<file path="src/rtl/ota_cmp_decimator_if.sv">
// Bundle of the decimator's control inputs and result outputs.
// The master drives the controls and the slave (the decimator) returns results.
interface ota_cmp_decimator_if;
    logic       ena;
    logic       cmp_async;
    logic       run;
    logic [1:0] win_sel;
    logic [7:0] density;
    logic [7:0] toggles;
    logic       valid;
    logic       busy;

    modport master (
        output ena, cmp_async, run, win_sel,
        input  density, toggles, valid, busy
    );

    modport slave (
        input  ena, cmp_async, run, win_sel,
        output density, toggles, valid, busy
    );
endinterface

</file>
<file path="src/rtl/ota_cmp_decimator.sv">
// Synchronizes the OTA comparator output and reduces each window of samples to a
// saturated ones-density code and a transition count, with a one-cycle valid strobe.
module ota_cmp_decimator #(
    parameter int unsigned SYNC_STAGES = 2
) (
    input  logic              clk,
    input  logic              rst_n,
    ota_cmp_decimator_if.slave bus
);

    localparam logic [0:0] StIdle = 1'b0;
    localparam logic [0:0] StAcc  = 1'b1;

    logic [SYNC_STAGES-1:0] sync_q;
    logic                   s;

    logic [0:0] state_q, state_d;
    logic [1:0] len_q, len_d;
    logic [8:0] ones_q, ones_d;
    logic [8:0] tog_q, tog_d;
    logic [7:0] idx_q, idx_d;
    logic       prev_q, prev_d;
    logic [7:0] density_q, density_d;
    logic [7:0] toggles_q, toggles_d;
    logic       valid_q, valid_d;
    logic       busy_q, busy_d;

    logic [8:0]  ones_fin;
    logic [8:0]  tog_fin;
    logic [11:0] dens_wide;
    logic [7:0]  last_idx;
    logic        win_end;

    assign s = sync_q[SYNC_STAGES-1];

    // The synchronizer ignores ena so the sampled level is always fresh.
    always_ff @(posedge clk) begin
        if (!rst_n) begin
            sync_q <= '0;
        end else begin
            sync_q <= {sync_q[SYNC_STAGES-2:0], bus.cmp_async};
        end
    end

    always_comb begin
        case (len_q)
            2'd0:    last_idx = 8'd31;
            2'd1:    last_idx = 8'd63;
            2'd2:    last_idx = 8'd127;
            default: last_idx = 8'd255;
        endcase
    end

    // Final counts include the sample taken on the closing edge.
    assign ones_fin  = ones_q + {8'd0, s};
    assign tog_fin   = tog_q + {8'd0, s ^ prev_q};
    assign dens_wide = {3'd0, ones_fin} << (2'd3 - len_q);
    assign win_end   = (state_q == StAcc) && bus.ena && (idx_q == last_idx);

    always_comb begin
        state_d   = state_q;
        len_d     = len_q;
        ones_d    = ones_q;
        tog_d     = tog_q;
        idx_d     = idx_q;
        prev_d    = prev_q;
        density_d = density_q;
        toggles_d = toggles_q;
        valid_d   = 1'b0;

        if (bus.ena) begin
            prev_d = s;
            case (state_q)
                StIdle: begin
                    if (bus.run) begin
                        state_d = StAcc;
                        len_d   = bus.win_sel;
                    end
                end
                StAcc: begin
                    if (win_end) begin
                        density_d = (dens_wide > 12'd255) ? 8'hff : dens_wide[7:0];
                        toggles_d = tog_fin[8] ? 8'hff : tog_fin[7:0];
                        valid_d   = 1'b1;
                        ones_d    = '0;
                        tog_d     = '0;
                        idx_d     = '0;
                        if (bus.run) begin
                            len_d = bus.win_sel;
                        end else begin
                            state_d = StIdle;
                        end
                    end else if (!bus.run) begin
                        state_d = StIdle;
                        ones_d  = '0;
                        tog_d   = '0;
                        idx_d   = '0;
                    end else begin
                        ones_d = ones_fin;
                        tog_d  = tog_fin;
                        idx_d  = idx_q + 8'd1;
                    end
                end
                default: state_d = StIdle;
            endcase
        end

        busy_d = (state_d == StAcc);
    end

    always_ff @(posedge clk) begin
        if (!rst_n) begin
            state_q   <= StIdle;
            len_q     <= 2'd0;
            ones_q    <= '0;
            tog_q     <= '0;
            idx_q     <= '0;
            prev_q    <= 1'b0;
            density_q <= '0;
            toggles_q <= '0;
            valid_q   <= 1'b0;
            busy_q    <= 1'b0;
        end else begin
            state_q   <= state_d;
            len_q     <= len_d;
            ones_q    <= ones_d;
            tog_q     <= tog_d;
            idx_q     <= idx_d;
            prev_q    <= prev_d;
            density_q <= density_d;
            toggles_q <= toggles_d;
            valid_q   <= valid_d;
            busy_q    <= busy_d;
        end
    end

    assign bus.density = density_q;
    assign bus.toggles = toggles_q;
    assign bus.valid   = valid_q;
    assign bus.busy    = busy_q;

endmodule

</file>
<file path="src/flat_wrapper.sv">
// flat-port wrapper written by rule: the top's interface ports become plain ports
module ota_cmp_decimator_flat 
#(
    parameter int unsigned SYNC_STAGES = 2
)
  (clk, rst_n, bus_ena, bus_cmp_async, bus_run, bus_win_sel, bus_density, bus_toggles, bus_valid, bus_busy);
  ota_cmp_decimator_if bus_i ();
  input  logic clk;
  input  logic rst_n;
  input wire logic [$bits(bus_i.ena)-1:0] bus_ena;
  input wire logic [$bits(bus_i.cmp_async)-1:0] bus_cmp_async;
  input wire logic [$bits(bus_i.run)-1:0] bus_run;
  input wire logic [$bits(bus_i.win_sel)-1:0] bus_win_sel;
  output wire logic [$bits(bus_i.density)-1:0] bus_density;
  output wire logic [$bits(bus_i.toggles)-1:0] bus_toggles;
  output wire logic [$bits(bus_i.valid)-1:0] bus_valid;
  output wire logic [$bits(bus_i.busy)-1:0] bus_busy;
  assign bus_i.ena = bus_ena;
  assign bus_i.cmp_async = bus_cmp_async;
  assign bus_i.run = bus_run;
  assign bus_i.win_sel = bus_win_sel;
  assign bus_density = bus_i.density;
  assign bus_toggles = bus_i.toggles;
  assign bus_valid = bus_i.valid;
  assign bus_busy = bus_i.busy;
  ota_cmp_decimator #(.SYNC_STAGES(SYNC_STAGES)) u_core (.clk(clk), .rst_n(rst_n), .bus(bus_i));
endmodule
</file>
<file path="config.mk">
export PLATFORM = sky130hd
export DESIGN_NAME = ota_cmp_decimator_flat
export DESIGN_NICKNAME = d
export VERILOG_FILES = /design/src/rtl/ota_cmp_decimator_if.sv /design/src/rtl/ota_cmp_decimator.sv /design/src/flat_wrapper.sv
export SDC_FILE = /design/constraint.sdc
export NUM_CORES = 1
export LEC_CHECK = 0
export BUFFER_PORTS_ARGS = -buffer_cell sky130_fd_sc_hd__buf_4
export CAP_MARGIN = 10
export CORE_MARGIN = 2
export CORE_UTILIZATION = 51
export CTS_BUF_LIST = sky130_fd_sc_hd__clkbuf_16
export DETAILED_ROUTE_END_ITERATION = 10
export GPL_ROUTABILITY_DRIVEN = 0
export PLACE_DENSITY = 0.8
export REMOVE_ABC_BUFFERS = 1
export SYNTH_ARGS = -nofsm -noshare
export SYNTH_HDL_FRONTEND = slang
export SYNTH_SLANG_ARGS = --single-unit
</file>
<file path="constraint.sdc">
create_clock -name clk -period 3.6 [get_ports clk]
set_input_delay 0.54 -clock clk [delete_from_list [all_inputs] [get_ports clk]]
set_output_delay 0.54 -clock clk [all_outputs]
set_load 0.1 [all_outputs]
</file>
---- Word-level counts from Yosys, hierarchy flattened ----
Index checks and enable logic that the tools add are counted.
cells by class
  add/subtract/negate cells ............... 4
  magnitude comparators ................... 1
  equal/unequal tests ..................... 4
  shift-type cells ........................ 1
  mux-type cells .......................... 14
  bitwise logic cells ..................... 2
  reductions and logical operators ........ 7
operators by type and width
  kind                   count
  $mux W9                4
  $mux W8                4
  $pmux W8 S3            1
  $add A9 B1 Y9          2
  $gt A12 B8 Y1 const B  1
  $shl A9 B2 Y12         1
  $add A8 B1 Y8 const B  1
  $eq A8 B8 Y1           1
  $reduce_and A3 Y1      2
  $mux W2                2
  $pmux W2 S2            1
  $reduce_and A2 Y1      2
  $eq A2 B1 Y1 const B   1
  $eq A2 B2 Y1 const B   1
  $logic_and A1 B1 Y1    2
  $logic_not A2 Y1       1
  $mux W1                2
  $ne A2 B2 Y1 const B   1
  $sub A2 B2 Y2 const A  1
  $not A1 Y1             1
  $xor A1 B1 Y1          1
word-level totals
  register bits after elaboration ......... 49
  input port bits ......................... 7
  word-level logic and storage cells ...... 43

---- Logic depth before layout (Yosys ltp) ----
  word-level depth ........................ 6
  depth in mapped cells ................... 9
  mapped depth without buffers ............ 8

---- Least setup slack after synthesis ----
Ideal clock, no wire load.
  path type ............................... reg-to-reg
  from .................................... register u_core.state_q
  to ...................................... register u_core.ones_q[7]
  setup time .............................. 130 ps
  data arrival time ....................... 2,036 ps
  setup slack ............................. 1,434 ps
  stages on the path, launching flop included .. 7
  path buffers ............................ 2
  cells stage by stage .................... dfxtp_1 nand2_1 and2_1 clkbuf_1 clkbuf_1 nand2_1 o211ai_1
on the way
  cells in the longest elaborated chain, start to end .. 3
  elaborated cells on any way between the ends .. 4
  classes of those cells .................. mux (1); reduce/logical (3)
RTL lines
  what                              RTL line                  source
  start, declared                   ota_cmp_decimator.sv:17   logic [0:0] state_q, state_d;
  start signal, assigned            ota_cmp_decimator.sv:113  state_q <= StIdle;
  start signal, assigned            ota_cmp_decimator.sv:124  state_q <= state_d;
  $logic_and A1 B1 Y1 (2 in a row)  ota_cmp_decimator.sv:58   assign win_end = (state_q == StAcc) && bus.ena && (idx_q == last_idx);
  $mux W9                           ota_cmp_decimator.sv:81   if (win_end) begin
  end signal, assigned              ota_cmp_decimator.sv:126  ones_q <= ones_d;
  end, declared                     ota_cmp_decimator.sv:19   logic [8:0] ones_q, ones_d;
Several ways; a longest one is shown, not always the timed one.
A chain may end at the register's enable or synchronous reset.

---- Worst setup path after layout ----
  from .................................... register u_core.sync_q[1]
  to ...................................... register u_core.density_q[7], in the netlist u_core.bus.density[7]
on the way
  cells in the longest elaborated chain, start to end .. 4
RTL lines
  what                    RTL line                  source
  start, declared         ota_cmp_decimator.sv:14   logic [SYNC_STAGES-1:0] sync_q;
  start signal, assigned  ota_cmp_decimator.sv:41   sync_q <= {sync_q[SYNC_STAGES-2:0], bus.cmp_async};
  $add A9 B1 Y9 *         ota_cmp_decimator.sv:55   assign ones_fin = ones_q + {8'd0, s};
  $shl A9 B2 Y12 *        ota_cmp_decimator.sv:57   assign dens_wide = {3'd0, ones_fin} << (2'd3 - len_q);
  $gt A12 B8 Y1           ota_cmp_decimator.sv:82   density_d = (dens_wide > 12'd255) ? 8'hff : dens_wide[7:0];
  $mux W8 *               ota_cmp_decimator.sv:82
  end signal, assigned    ota_cmp_decimator.sv:130  density_q <= density_d;
  end, declared           ota_cmp_decimator.sv:23   logic [7:0] density_q, density_d;
Every way passes the cells marked *; elsewhere a longest branch is shown, timed or not.

==> out/summary.md <==
The most used flip-flop cell after synthesis is dfxtp_1. The post-synthesis share of cell area spent on and, or, nand and nor gates works out to 0.248. The worst-case IR drop observed on VDD is 0.186 mV.

For the violation count after the first detailed-route iteration, the log shows 197. The critical path class was reg2reg. The number of antenna violations at the first check in global routing is 0.

The routed wire length per instance was 15.3 µm. The endpoint of the lowest-slack register-to-register path is u_core.bus.density[7]$_SDFFE_PN0P_. The ratio of final minimum period to clock period is 0.626. In this run the count of I/O pins placed on the die edge is 25.

The proportion of synthesized flip-flops having asynchronous set or reset was 0. The clock period minus final worst setup slack came out at 2250 ps. Using the TritonRoute via totals, the vias-per-cell ratio works out to 6.12.

The H-tree generated during clock tree synthesis spans 2 levels. In this run, post-CTS repair resized a total of 0 instances. The critical path arrival was 2400 ps. The Yosys warning count was 0. The fraction of the mapped netlist area in compound gates works out to 0.235. Total of hold buffers inserted after clock tree synthesis: 0. The run finished with clean final reports. Across the run, the number of max-cap violations was 0. The cell area that synthesis handed to floorplanning was 0.00271 mm². Class of the worst hold path: in2reg. The run gives 0 as the count of unresolved DRC violations after routing. Setup repair after global routing left no endpoint under its margin.

The static leakage is 1.08 nW. Dividing the synthesized area by the synthesized cell count gives 8.20 µm². The tools report the number of placement rows as 26. The final setup violation count is 0, and the area of the multi-input gates is 0.00159 mm². The multiplexer fraction of the synthesized cell area is 0.0383. Compared with the post-synthesis result, the final layout area differs by 11.8%.

The synthesized design contains 49 register bits. After layout, the worst setup slack is 1350 ps. STA puts the critical path data required time at 3750 ps.

Summing all flip-flop and latch instances after layout gives 981 µm². The floorplan step defined a core boundary enclosing 0.00511 mm². The power density relative to cell area is 355 mW/mm², and the number of vias after detailed routing is 2514. For the filler-free cell count of the finished design, the log shows 411. The buffer type at the clock tree root was clkbuf_16. Global-route usage over all layers: 0.224.

Clock skew on the completed layout was measured at 4.38 ps. No sink is reached through more buffers than the 2 on the longest clock path. The run gives 353 as the final net count. The clock reaches the later pin of the worst-skew pair after 290 ps.

The number of pins exceeding their max-slew limit in the final report was 0; the die outline height was 76.9 µm. The worst setup path is launched from a register. TritonCTS built the clock tree. Count of port buffers added during placement: 24. The post-CTS setup-driven buffer insertion count came out at 0. The slew at the pin with the worst max-slew slack is 829 ps, and the antenna cell count is 0.

For the worst slew slack as a fraction of its limit, the log shows 0.443. Synthesis produced a netlist whose cell count is 331. Prior to clock tree synthesis, the placed netlist has a worst setup slack of 1390 ps. Entering global routing, the biggest net connects 43 pins. The tools report the beginning of the worst register-to-register path as u_core.sync_q[1]$_SDFF_PN0_. The placed instance count was 403; the number of cells traversed by the worst register-to-register path was 7. The synthesized-area fraction occupied by adder cells is 0.0277.

The critical path startpoint was u_core.sync_q[1]$_SDFF_PN0_. Of all nets on the critical path, the largest fanout is 7. The run gives 0 ps as the final sum of negative setup slack. The ratio of cells with drive above 1 in the final layout works out to 0.132. For the final hold violation count, the log shows 0. The highest achievable clock rate was 444 MHz; the number of enable-type register cells in the synthesized netlist was 0. For the number of sinks handled by clock tree synthesis, the log shows 49. The share of synthesized area occupied by flip-flops and latches was 0.362. After filler insertion, the fill cell instance count of the layout stands at 465.

STA classifies the critical path endpoint as a register. Number of optimization iterations in the first detailed-route pass: 8. The internal reg-to-reg setup slack came out at 1350 ps.

The run gives 0.531 as the initial cell density of the core. The number of buffers inserted during clock tree synthesis is 5. In this run the worst setup path terminates at u_core.bus.density[7]$_SDFFE_PN0P_.

The number of global-route vias before repair was 2338; the number of antenna-violating nets in the routed design was 0. The first global-routing pass estimated 10900 µm of wire. The combinational family with the most area after synthesis is simple AND/OR/NAND/NOR gates. The fraction of the core area covered by cells at the end of the flow is 0.594. After synthesis, the netlist uses 50 different library cells.

Clock-pin slew was measured on the worst setup and hold paths at 70 ps. The sum of net half-perimeters after detailed placement was 4250 µm; the aggregate routed wire length was 6280 µm. The die outline width was 76.9 µm. For this run the aggregate overflow at the end of global routing stands at 0. The floorplan step defined a die boundary enclosing 0.00592 mm². The parity-gate share of the synthesized area counting xor and xnor cells came out at 0.0387.
per-stage QoR:
step           instance area [µm²]  total power [mW]  hold slack, ps
2_1_floorplan                 2610             0.601             412
3_3_place_gp                  2890             0.626             454
3_5_place_dp                  2890             0.627             456
4_1_cts                       3030              1.08             454
5_1_grt                       3030              1.11             473
6_report                      3030              1.08             451
worst min-delay path by stage:
stage	start	to	slack [ps]	cells after the start
after floorplan	u_core.sync_q[0]$_SDFF_PN0_	u_core.sync_q[1]$_SDFF_PN0_	410	1
after global placement	u_core.tog_q[0]$_SDFFE_PN0P_	u_core.tog_q[0]$_SDFFE_PN0P_	450	2
after detailed placement	u_core.sync_q[0]$_SDFF_PN0_	u_core.sync_q[1]$_SDFF_PN0_	460	1
after CTS	bus_cmp_async	u_core.sync_q[0]$_SDFF_PN0_	450	2
after global routing	bus_cmp_async	u_core.sync_q[0]$_SDFF_PN0_	470	2
final	bus_cmp_async	u_core.sync_q[0]$_SDFF_PN0_	450	2
flip-flops by register name, summed over array words and instances (netlist names):
name and count:
u_core.sync_q 2, u_core.len_q 2, u_core.bus.toggles 8, u_core.idx_q 8
u_core.bus.valid 1, u_core.bus.density 8, u_core.prev_q 1, u_core.tog_q 9
u_core.ones_q 9, u_core.state_q 1
cells in the final DEF (no fill, tap or decap), types with 5 or more instances in the layout:
cell	instances
a21boi_0	5
a21oi_1	12
a31oi_1	14
a41oi_1	5
and2_1	6
and3_1	5
buf_4	26
clkbuf_16	5
dfxtp_1	49
ha_1	6
inv_1	9
mux2i_1	7
nand2_1	37
nand2b_1	10
nand3_1	19
nand3b_1	6
nand4_1	9
nor2_1	9
nor3_1	5
nor3b_1	7
o211ai_1	9
o21ai_0	21
o21ai_1	10
xnor2_1	5
xor2_1	7
cell usage after synthesis, types with 2 or more instances:
master    count  share of area
nand4_1       9          0.021
mux2_2        3          0.012
buf_4         3         0.0083
a32oi_1       4          0.013
o21ai_1      10          0.018
nor3b_1       7          0.019
clkbuf_1     15          0.021
a311oi_1      3         0.0097
o22ai_1       2         0.0046
buf_2         4         0.0074
or2_2         3         0.0069
nor3_1        5         0.0092
a41oi_1       5          0.016
o21ai_0      21          0.039
a21oi_1      12          0.022
nor2_1        9          0.012
nand2b_1     10          0.023
nand3_1      19          0.035
ha_1          6          0.028
nand2_1      37          0.051
dfxtp_1      49           0.36
and2_1        6          0.014
a21boi_0      5          0.014
nand3b_1      6          0.017
and3_1        5          0.012
mux2i_1       7          0.026
xor2_1        7          0.023
a31oi_1      14          0.032
inv_1         8          0.011
xnor2_1       5          0.016
o211ai_1      9          0.025
nor2b_1       2         0.0046
or3_1         3         0.0069
o41ai_1       2         0.0065
routing by layer:
metal | vias to the layer above | wire length, µm | global-route usage
li1 | 1237 | - | -
met1 | 1174 | 2840 | 0.291
met2 | 86 | 2960 | 0.362
met3 | 17 | 346 | 0.0424
met4 | 0 | 138 | 0.100
met5 | - | 0 | 0
layout make-up:
cell class              instances  share of cell area
inverters                       8             0.00991
clock buffers                   5              0.0413
repair buffers                 26              0.0644
multi-input cells             250               0.526
clock inverters                 3             0.00619
well taps                      70              0.0289
flip-flops and latches         49               0.324
kinds of logic after synthesis:
family,after synthesis
adder cells (fa/ha/maj),6
AO/OA/AOI/OAI,96
flip-flops,49
multiplexers,10
XOR/XNOR,12
AND/OR/NAND/NOR,126
buffers and inverters,32
report_power, final:
part	internal, mW	total [mW]	switching, mW	leakage, nW
registers	0.545	0.552	0.00634	0.395
logic	0.0239	0.0637	0.0398	0.612
clock network	0.255	0.460	0.205	0.0672
critical path: stages, from the launching register on:
cell	delay, ps
dfxtp_1	390
ha_1	170
ha_1	260
nand3_1	230
o21ai_0	350
o211ai_1	180
nor2_1	370
a31oi_1	150
(Power assumes the default switching activity.)
